$ cat src/rtl/tx_msg_scheduler_if.sv
// Issue/completion channel between the message scheduler and the TX FSM.
interface tx_msg_scheduler_if #(
  parameter int unsigned NUM_MSGS   = 4,
  parameter int unsigned ADDR_WIDTH = 9
);
  localparam int unsigned ID_W = $clog2(NUM_MSGS);

  logic                  tx_valid;
  logic                  tx_ready;
  logic [ID_W-1:0]       tx_msg_id;
  logic [ADDR_WIDTH-1:0] tx_start_addr;
  logic                  tx_done;
  logic                  tx_abort;

  modport master (
    output tx_valid, tx_msg_id, tx_start_addr, tx_abort,
    input  tx_ready, tx_done
  );

  modport slave (
    input  tx_valid, tx_msg_id, tx_start_addr, tx_abort,
    output tx_ready, tx_done
  );
endinterface

$ cat src/rtl/tx_msg_scheduler.sv
// Round-robin packet send scheduler: queues per-message triggers, issues one
// message at a time to the TX FSM and aborts sends that stall past TIMEOUT.
module tx_msg_scheduler #(
  parameter int unsigned NUM_MSGS   = 4,
  parameter int unsigned ADDR_WIDTH = 9,
  parameter int unsigned TIMEOUT    = 1024
) (
  input  logic                           clk,
  input  logic                           rst,
  input  logic [NUM_MSGS-1:0]            trigger_send,
  input  logic [NUM_MSGS*ADDR_WIDTH-1:0] pkt_start_addr,
  tx_msg_scheduler_if.master             tx,
  output logic [NUM_MSGS-1:0]            pending,
  output logic [NUM_MSGS-1:0]            done_status,
  input  logic [NUM_MSGS-1:0]            done_clear,
  output logic                           busy,
  output logic                           err_retrigger,
  output logic                           err_timeout
);

  localparam int unsigned ID_W  = $clog2(NUM_MSGS);
  localparam int unsigned TMR_W = $clog2(TIMEOUT);

  typedef enum logic [1:0] {
    IDLE      = 2'd0,
    ISSUE     = 2'd1,
    WAIT_DONE = 2'd2
  } state_t;

  state_t                state;
  logic [ID_W-1:0]       last_grant;
  logic [TMR_W-1:0]      timer;

  logic [ID_W-1:0]       sel_c;
  logic [ID_W-1:0]       idx_c;
  logic                  found_c;
  logic [ADDR_WIDTH-1:0] sel_addr_c;
  logic                  accept_c;
  logic [NUM_MSGS-1:0]   accept_mask_c;
  logic [NUM_MSGS-1:0]   done_set_c;

  // Round-robin pick: first pending bit after last_grant, wrapping.
  always_comb begin
    sel_c   = '0;
    idx_c   = '0;
    found_c = 1'b0;
    for (int unsigned i = 1; i <= NUM_MSGS; i++) begin
      idx_c = last_grant + ID_W'(i);
      if (!found_c && pending[idx_c]) begin
        sel_c   = idx_c;
        found_c = 1'b1;
      end
    end
    sel_addr_c = pkt_start_addr[sel_c*ADDR_WIDTH +: ADDR_WIDTH];
  end

  always_comb begin
    accept_c      = (state == ISSUE) && tx.tx_valid && tx.tx_ready;
    accept_mask_c = accept_c ? (NUM_MSGS'(1) << tx.tx_msg_id) : '0;
    done_set_c    = ((state == WAIT_DONE) && tx.tx_done) ?
                    (NUM_MSGS'(1) << tx.tx_msg_id) : '0;
  end

  always_ff @(posedge clk) begin
    if (rst) begin
      state            <= IDLE;
      last_grant       <= ID_W'(NUM_MSGS - 1);
      timer            <= '0;
      pending          <= '0;
      done_status      <= '0;
      busy             <= 1'b0;
      err_retrigger    <= 1'b0;
      err_timeout      <= 1'b0;
      tx.tx_valid      <= 1'b0;
      tx.tx_msg_id     <= '0;
      tx.tx_start_addr <= '0;
      tx.tx_abort      <= 1'b0;
    end else begin
      // A trigger landing on the message being accepted re-queues it.
      pending       <= (pending & ~accept_mask_c) | trigger_send;
      err_retrigger <= |(trigger_send & pending & ~accept_mask_c);
      done_status   <= (done_status & ~done_clear) | done_set_c;
      tx.tx_abort   <= 1'b0;
      err_timeout   <= 1'b0;

      case (state)
        IDLE: begin
          if (found_c) begin
            tx.tx_msg_id     <= sel_c;
            tx.tx_start_addr <= sel_addr_c;
            tx.tx_valid      <= 1'b1;
            busy             <= 1'b1;
            state            <= ISSUE;
          end
        end

        ISSUE: begin
          if (accept_c) begin
            tx.tx_valid <= 1'b0;
            last_grant  <= tx.tx_msg_id;
            timer       <= '0;
            state       <= WAIT_DONE;
          end
        end

        WAIT_DONE: begin
          if (tx.tx_done) begin
            busy  <= 1'b0;
            state <= IDLE;
          end else if (timer == TMR_W'(TIMEOUT - 1)) begin
            tx.tx_abort <= 1'b1;
            err_timeout <= 1'b1;
            busy        <= 1'b0;
            state       <= IDLE;
          end else begin
            timer <= timer + TMR_W'(1);
          end
        end

        default: begin
          tx.tx_valid <= 1'b0;
          busy        <= 1'b0;
          state       <= IDLE;
        end
      endcase
    end
  end

endmodule

$ cat src/flat_wrapper.sv
// flat-port wrapper written by rule: the top's interface ports become plain ports
module tx_msg_scheduler_flat 
#(
  parameter int unsigned NUM_MSGS   = 4,
  parameter int unsigned ADDR_WIDTH = 9,
  parameter int unsigned TIMEOUT    = 1024
)
  (clk, rst, trigger_send, pkt_start_addr, pending, done_status, done_clear, busy, err_retrigger, err_timeout, tx_tx_valid, tx_tx_msg_id, tx_tx_start_addr, tx_tx_abort, tx_tx_ready, tx_tx_done);
  tx_msg_scheduler_if #(.NUM_MSGS(NUM_MSGS), .ADDR_WIDTH(ADDR_WIDTH)) tx_i ();
  input  logic clk;
  input  logic rst;
  input  logic [NUM_MSGS-1:0] trigger_send;
  input  logic [NUM_MSGS*ADDR_WIDTH-1:0] pkt_start_addr;
  output logic [NUM_MSGS-1:0] pending;
  output logic [NUM_MSGS-1:0] done_status;
  input  logic [NUM_MSGS-1:0] done_clear;
  output logic busy;
  output logic err_retrigger;
  output logic err_timeout;
  output wire logic [$bits(tx_i.tx_valid)-1:0] tx_tx_valid;
  output wire logic [$bits(tx_i.tx_msg_id)-1:0] tx_tx_msg_id;
  output wire logic [$bits(tx_i.tx_start_addr)-1:0] tx_tx_start_addr;
  output wire logic [$bits(tx_i.tx_abort)-1:0] tx_tx_abort;
  input wire logic [$bits(tx_i.tx_ready)-1:0] tx_tx_ready;
  input wire logic [$bits(tx_i.tx_done)-1:0] tx_tx_done;
  assign tx_tx_valid = tx_i.tx_valid;
  assign tx_tx_msg_id = tx_i.tx_msg_id;
  assign tx_tx_start_addr = tx_i.tx_start_addr;
  assign tx_tx_abort = tx_i.tx_abort;
  assign tx_i.tx_ready = tx_tx_ready;
  assign tx_i.tx_done = tx_tx_done;
  tx_msg_scheduler #(.NUM_MSGS(NUM_MSGS), .ADDR_WIDTH(ADDR_WIDTH), .TIMEOUT(TIMEOUT)) u_core (.clk(clk), .rst(rst), .trigger_send(trigger_send), .pkt_start_addr(pkt_start_addr), .tx(tx_i), .pending(pending), .done_status(done_status), .done_clear(done_clear), .busy(busy), .err_retrigger(err_retrigger), .err_timeout(err_timeout));
endmodule
$ cat config.mk
export PLATFORM = sky130hd
export DESIGN_NAME = tx_msg_scheduler_flat
export DESIGN_NICKNAME = d
export VERILOG_FILES = /design/src/rtl/tx_msg_scheduler_if.sv /design/src/rtl/tx_msg_scheduler.sv /design/src/flat_wrapper.sv
export SDC_FILE = /design/constraint.sdc
export NUM_CORES = 1
export LEC_CHECK = 0
export ABC_AREA = 1
export CORE_UTILIZATION = 35
export DETAILED_ROUTE_END_ITERATION = 10
export GPL_ROUTABILITY_DRIVEN = 0
export PLACE_DENSITY = 0.61
export SLEW_MARGIN = 20
export SYNTH_ARGS = -nofsm -noshare
export SYNTH_HDL_FRONTEND = slang
export SYNTH_SLANG_ARGS = --single-unit
$ cat constraint.sdc
create_clock -name clk -period 1.8 [get_ports clk]
set_input_delay 0.45 -clock clk [delete_from_list [all_inputs] [get_ports clk]]
set_output_delay 0.45 -clock clk [all_outputs]
set_load 0.01 [all_outputs]
After elaboration in Yosys (flattened, before gate mapping)
Cells that the tools add are included. Widths: inputs -> output; s select.

Multiply operators: 1. Eq/ne operators: 8. $add $sub $neg: 4. Muxes and demuxes: 34. Order comparisons: 4. Reduce and logical (&&, ||, !) cells: 19. Bitwise operators: 10. Shift operators: 2.

Operators by type and width (number): $shiftx 36x7->9 (1); $mux 10 (3); $pmux 10 s2 (1); $and 4x4->4 (4); $mux 2 (8); $mux 1 (13); $lt 2x3->1 const B (4); $add 10x1->10 const B (1); $eq 10x10->1 const B (1); $reduce_and 3->1 (3); $bmux 1 s2 (4); $mux 4 (2); $not 4->4 (2); $or 4x4->4 (2); $logic_and 1x1->1 (6); $mul 2x4->6 const B (1); $pmux 1 s3 (2); $pmux 2 s3 (1); $add 2x2->2 const B (2); $ne 2x1->1 const B (2); $ne 2x2->1 const B (2); $reduce_and 2->1 (2); $reduce_and 4->1 (1); $reduce_or 4->1 (1); 10 further kinds (13).

Word-level logic and storage cells: 93. Register bits: 37. Output and inout port bits: 24.

Logic depth before layout (Yosys ltp)
Depth after elaboration: 15. Mapped depth: 17.

Worst setup path before layout
OpenSTA, ideal clock, no wires.

Path type: register to register. From: reg u_core.last_grant[0]. To: reg u_core.tx.tx_start_addr[1]. Setup time: 0.113 ns. Required time: 1.687 ns. Cell stages (with the launch flop): 18. Slack: 0.125 ns. Data arrival time: 1.562 ns. Cells stage by stage: dfxtp_1 buf_6 inv_4 nand2_1 nand2_1 nand2_1 nand2_1 nand2_1 nand2_1 nand2_1 nand2_2 nand2_2 buf_6 buf_6 nand2_1 nand3_1 nand2_1 nor2_1.

Cells in the longest elaborated chain, start to end: 15. Elaborated cells on any way between the ends: 28. Classes of those cells: add/sub: 3; mul: 1; shift: 1; mux: 16; reduce/logical: 7.

Ends and longest elaborated chain: start, declared (RTL line tx_msg_scheduler.sv:31) `logic [ID_W-1:0] last_grant;`; start signal, assigned (RTL line tx_msg_scheduler.sv:67) `last_grant <= ID_W'(NUM_MSGS - 1);`; start signal, assigned (RTL line tx_msg_scheduler.sv:100) `last_grant <= tx.tx_msg_id;`; $add 2x1->2 (RTL line tx_msg_scheduler.sv:48) `idx_c = last_grant + ID_W'(i);`; $bmux 1 s2 (RTL line tx_msg_scheduler.sv:49) `if (!found_c && pending[idx_c]) begin`; $mux 1 (not written as such) (RTL line tx_msg_scheduler.sv:49); $mux 1 (RTL line tx_msg_scheduler.sv:49); $logic_not 1->1 (RTL line tx_msg_scheduler.sv:49); $logic_and 1x1->1 (RTL line tx_msg_scheduler.sv:49); $mux 1 (RTL line tx_msg_scheduler.sv:49); $logic_not 1->1 (RTL line tx_msg_scheduler.sv:49); $logic_and 1x1->1 (RTL line tx_msg_scheduler.sv:49); $mux 1 (RTL line tx_msg_scheduler.sv:49); $logic_not 1->1 (RTL line tx_msg_scheduler.sv:49); $logic_and 1x1->1 (RTL line tx_msg_scheduler.sv:49); $mux 2 (RTL line tx_msg_scheduler.sv:49); $mul 2x4->6 (RTL line tx_msg_scheduler.sv:54) `sel_addr_c = pkt_start_addr[sel_c*ADDR_WIDTH +: ADDR_WIDTH];`; $shiftx 36x7->9 (RTL line tx_msg_scheduler.sv:54); end signal, assigned (RTL line tx_msg_scheduler.sv:90) `tx.tx_start_addr <= sel_addr_c;`; end, declared (RTL line tx_msg_scheduler_if.sv:16) `output tx_valid, tx_msg_id, tx_start_addr, tx_abort,`.

Several ways; a longest one is shown, not always the timed one. The select of a mux whose other input is x is not followed. A chain may end at the register's enable or synchronous reset.

Worst setup path in the final report
From: reg u_core.last_grant[0]. To: reg u_core.tx.tx_start_addr[5].

Same word-level chain as after synthesis.

==> results.md <==
- Num CTS Buffers: 5
- Final Hold Vio Count: 0
- Clk sinks: 37
- Peak VDD IR: 0.5081 mV
- Initial Util: 37.17%
- Boundary Pins: 72
- Critical path endpoint category: flop
- PD cells: 909.0 mW/mm²
- Final WS setup: 0.06700 ns
- RSZ-0062 raised after global routing: true
- Grt peak-use layer: met2
- First DRT Iteration DRCs: 68
- Die Y: 79.18 µm
- CORE AREA: 0.005608 mm²
- Fill count: 568
- Cell count after synthesis: 331
- Mapped cell area: 0.002084 mm²
- Cell taking the most area after synthesis: dfxtp_1
- Clock H-tree levels: 2
- Mapped Nets: 380
- HPWL after DPL: 4077 µm
- Post-place setup slack: -0.1949 ns
- Gr ovfl total: 0
- Status: finished, final reports clean
- Least-Margin Pin Slew: 0.3288 ns
- Share of post-route cells with drive strength above 1: 21.94%
- Met2 GRT Util: 29.83%
- Final WL: 5509 µm
- Ys async rst share: 0%
- Tcrit/Tclk final: 96.28%
- Largest net degree at the start of global routing: 25
- 1st-pass router iterations: 5
- Nets: 481
- Chip width: 79.18 µm
- Clock Skew: 0.003355 ns
- Port bufs: 71
- Part of the Yosys area used for sequential elements: 35.53%
- Average size of a mapped cell: 6.298 µm²
- Max cap viols: 0
- Number of synthesized flops with an enable pin: 0
- Worst Path Arrival: 1.93 ns
- First-pass GRT wire length: 8694 µm
- Normalized max-slew margin: 77.89%
- Total Neg Setup Slack: 0 ns
- Top cells by instance count after synthesis: 91 x nand2_1, 49 x inv_1, 46 x nor2_1, 37 x dfxtp_1, 34 x nand3_1
- Top_reg_cell synth: dfxtp_1
- Die Area: 0.006269 mm²
- Post-route ant nets: 0
- Final min period: 1.733 ns
- Grt met1 use: 21.76%
- CTS root buf: clkbuf_8
- Synth Register Bits: 37
- Synth top area cells: dfxtp_1 36%, nand2_1 16%, inv_1 8.8%, nor2_1 8.3%, nand3_1 8.2%
- CTS tree: built
- Antenna diodes: 0
- Via density: 4.725
- Total power: 0.003094 W
- Crit path required time: 1.99 ns
- DR vias: 2386
- Clk buf depth: 2
- Most frequent cell after synthesis: nand2_1
- Fmax: 0.5770 GHz
- Fin util: 60.69%
- Initial antenna violation count: 0
- # rows: 27
- Share of the synthesized area in the top cell type: 35.53%
- Pleak: 1.590 nW
- Yosys Warn Count: 0
- DR WL/cell: 10.91 µm
- Slew Viols, Final: 0
- Clock-pin slew on the worst setup and hold paths: 0.08 ns
- Grt met3 use: 3.103%
- Synth unique cells: 29
- DR DRC count: 0
- Syn-to-layout area delta: 63.27%
- Critical setup path kind: flop to flop
- Global Route Usage Sum: 17.19%
- Max FO, Critical Path: 8
- Worst skew pair latency: 0.29 ns
- Final setup viols: 0
- Min-delay worst type: flop to flop
- Vias in the first global route: 2105
- CP startpoint kind: flop
where the power goes:
part	total (W)	internal (W)	switching (W)
Sequential	0.000994	0.000916	0.0000781
Combinational	0.00135	0.000678	0.000670
Clock	0.000752	0.000452	0.000301
Total	0.00309	0.00205	0.00105
flip-flops by register name, indices dropped and copies added (netlist names):
signal,flops
u_core.tx.tx_valid,1
u_core.timer,10
u_core.err_timeout,1
u_core.err_retrigger,1
u_core.busy,1
u_core.done_status,4
u_core.tx.tx_msg_id,2
u_core.tx.tx_start_addr,9
u_core.state,2
u_core.last_grant,2
u_core.pending,4
final cells by class:
| class | instances | area, µm² | share of cell area (%) |
|---|---|---|---|
| multi-input combinational | 231 | 1230 | 36.14 |
| clock inverter | 1 | 30.03 | 0.8824 |
| sequential | 37 | 748.2 | 21.99 |
| timing repair buffer | 104 | 1010 | 29.67 |
| inverter | 53 | 209.0 | 6.140 |
| tap | 72 | 90.09 | 2.647 |
| clock buffer | 7 | 86.33 | 2.537 |
metal layers:
layer  share of wire [%]  wire, µm
met5                   0         0
met4                0.87        48
met3                 3.8       207
met2                  50      2739
met1                  46      2513
path summary, 6_finish.rpt:
check / from / endpoint / slack, ns / depth (start not counted)
worst max register to register: u_core.last_grant[0] / u_core.tx.tx_start_addr[5] / 0.07 / 14
worst min register to register: u_core.timer[9] / u_core.timer[9] / 0.47 / 2
worst min-delay path: u_core.timer[9] / u_core.timer[9] / 0.47 / 2
worst max-delay path: u_core.last_grant[0] / u_core.tx.tx_start_addr[5] / 0.07 / 14
stage by stage:
step / hold WS [ns] / area (µm²) / std cells
2_1_floorplan: 0.4281 / 2085 / 331
3_3_place_gp: 0.4432 / 3088 / 494
3_5_place_dp: 0.4477 / 3088 / 494
4_1_cts: 0.4631 / 3221 / 502
5_1_grt: 0.4848 / 3403 / 505
6_report: 0.4665 / 3403 / 505
kinds of logic after synthesis:
family	after synthesis	synth area share, %
and+or+nand+nor	191	39.92
buffers and inverters	63	13.15
AOI/OAI and AO/OA	39	10.80
DFF	37	35.53
adders and majority gates	1	0.6001
layout by cell type (no fill, tap or decap), types with 4 or more instances in the layout:
| cell | instances |
|---|---|
| nor2_1 | 36 |
| dfxtp_1 | 33 |
| nor2_4 | 4 |
| nand2_1 | 74 |
| nand3_1 | 26 |
| nand2_2 | 16 |
| clkdlybuf4s50_1 | 71 |
| a21oi_1 | 19 |
| o21ai_0 | 6 |
| nor2_2 | 8 |
| nand2_4 | 7 |
| nand3_2 | 7 |
| buf_4 | 26 |
| o31ai_1 | 4 |
| nand4_1 | 5 |
| inv_1 | 47 |
| nor3_1 | 4 |
| clkbuf_8 | 6 |
repair_timing:
item                                    4_1_cts  5_1_grt
hold buffers                                  0        0
endpoints found under the setup margin        6       15
buffers inserted                              0        4
pin swaps                                     2       20
gates resized for setup                       5       61
gates cloned                                  0        1
worst max-delay path, stage by stage (launching register included):
cell     delay [ns]
dfxtp_4        0.38
buf_6          0.12
nand2_2        0.06
nand2_2        0.07
nand2_2        0.11
nand2_4        0.07
nor2_4         0.16
nand3_4        0.12
nand2_4        0.13
buf_8          0.15
nand2_4        0.05
nand3_2        0.06
nand3_2        0.07
nand2_1        0.06
inv_1          0.03
(Power assumes the default switching activity.)
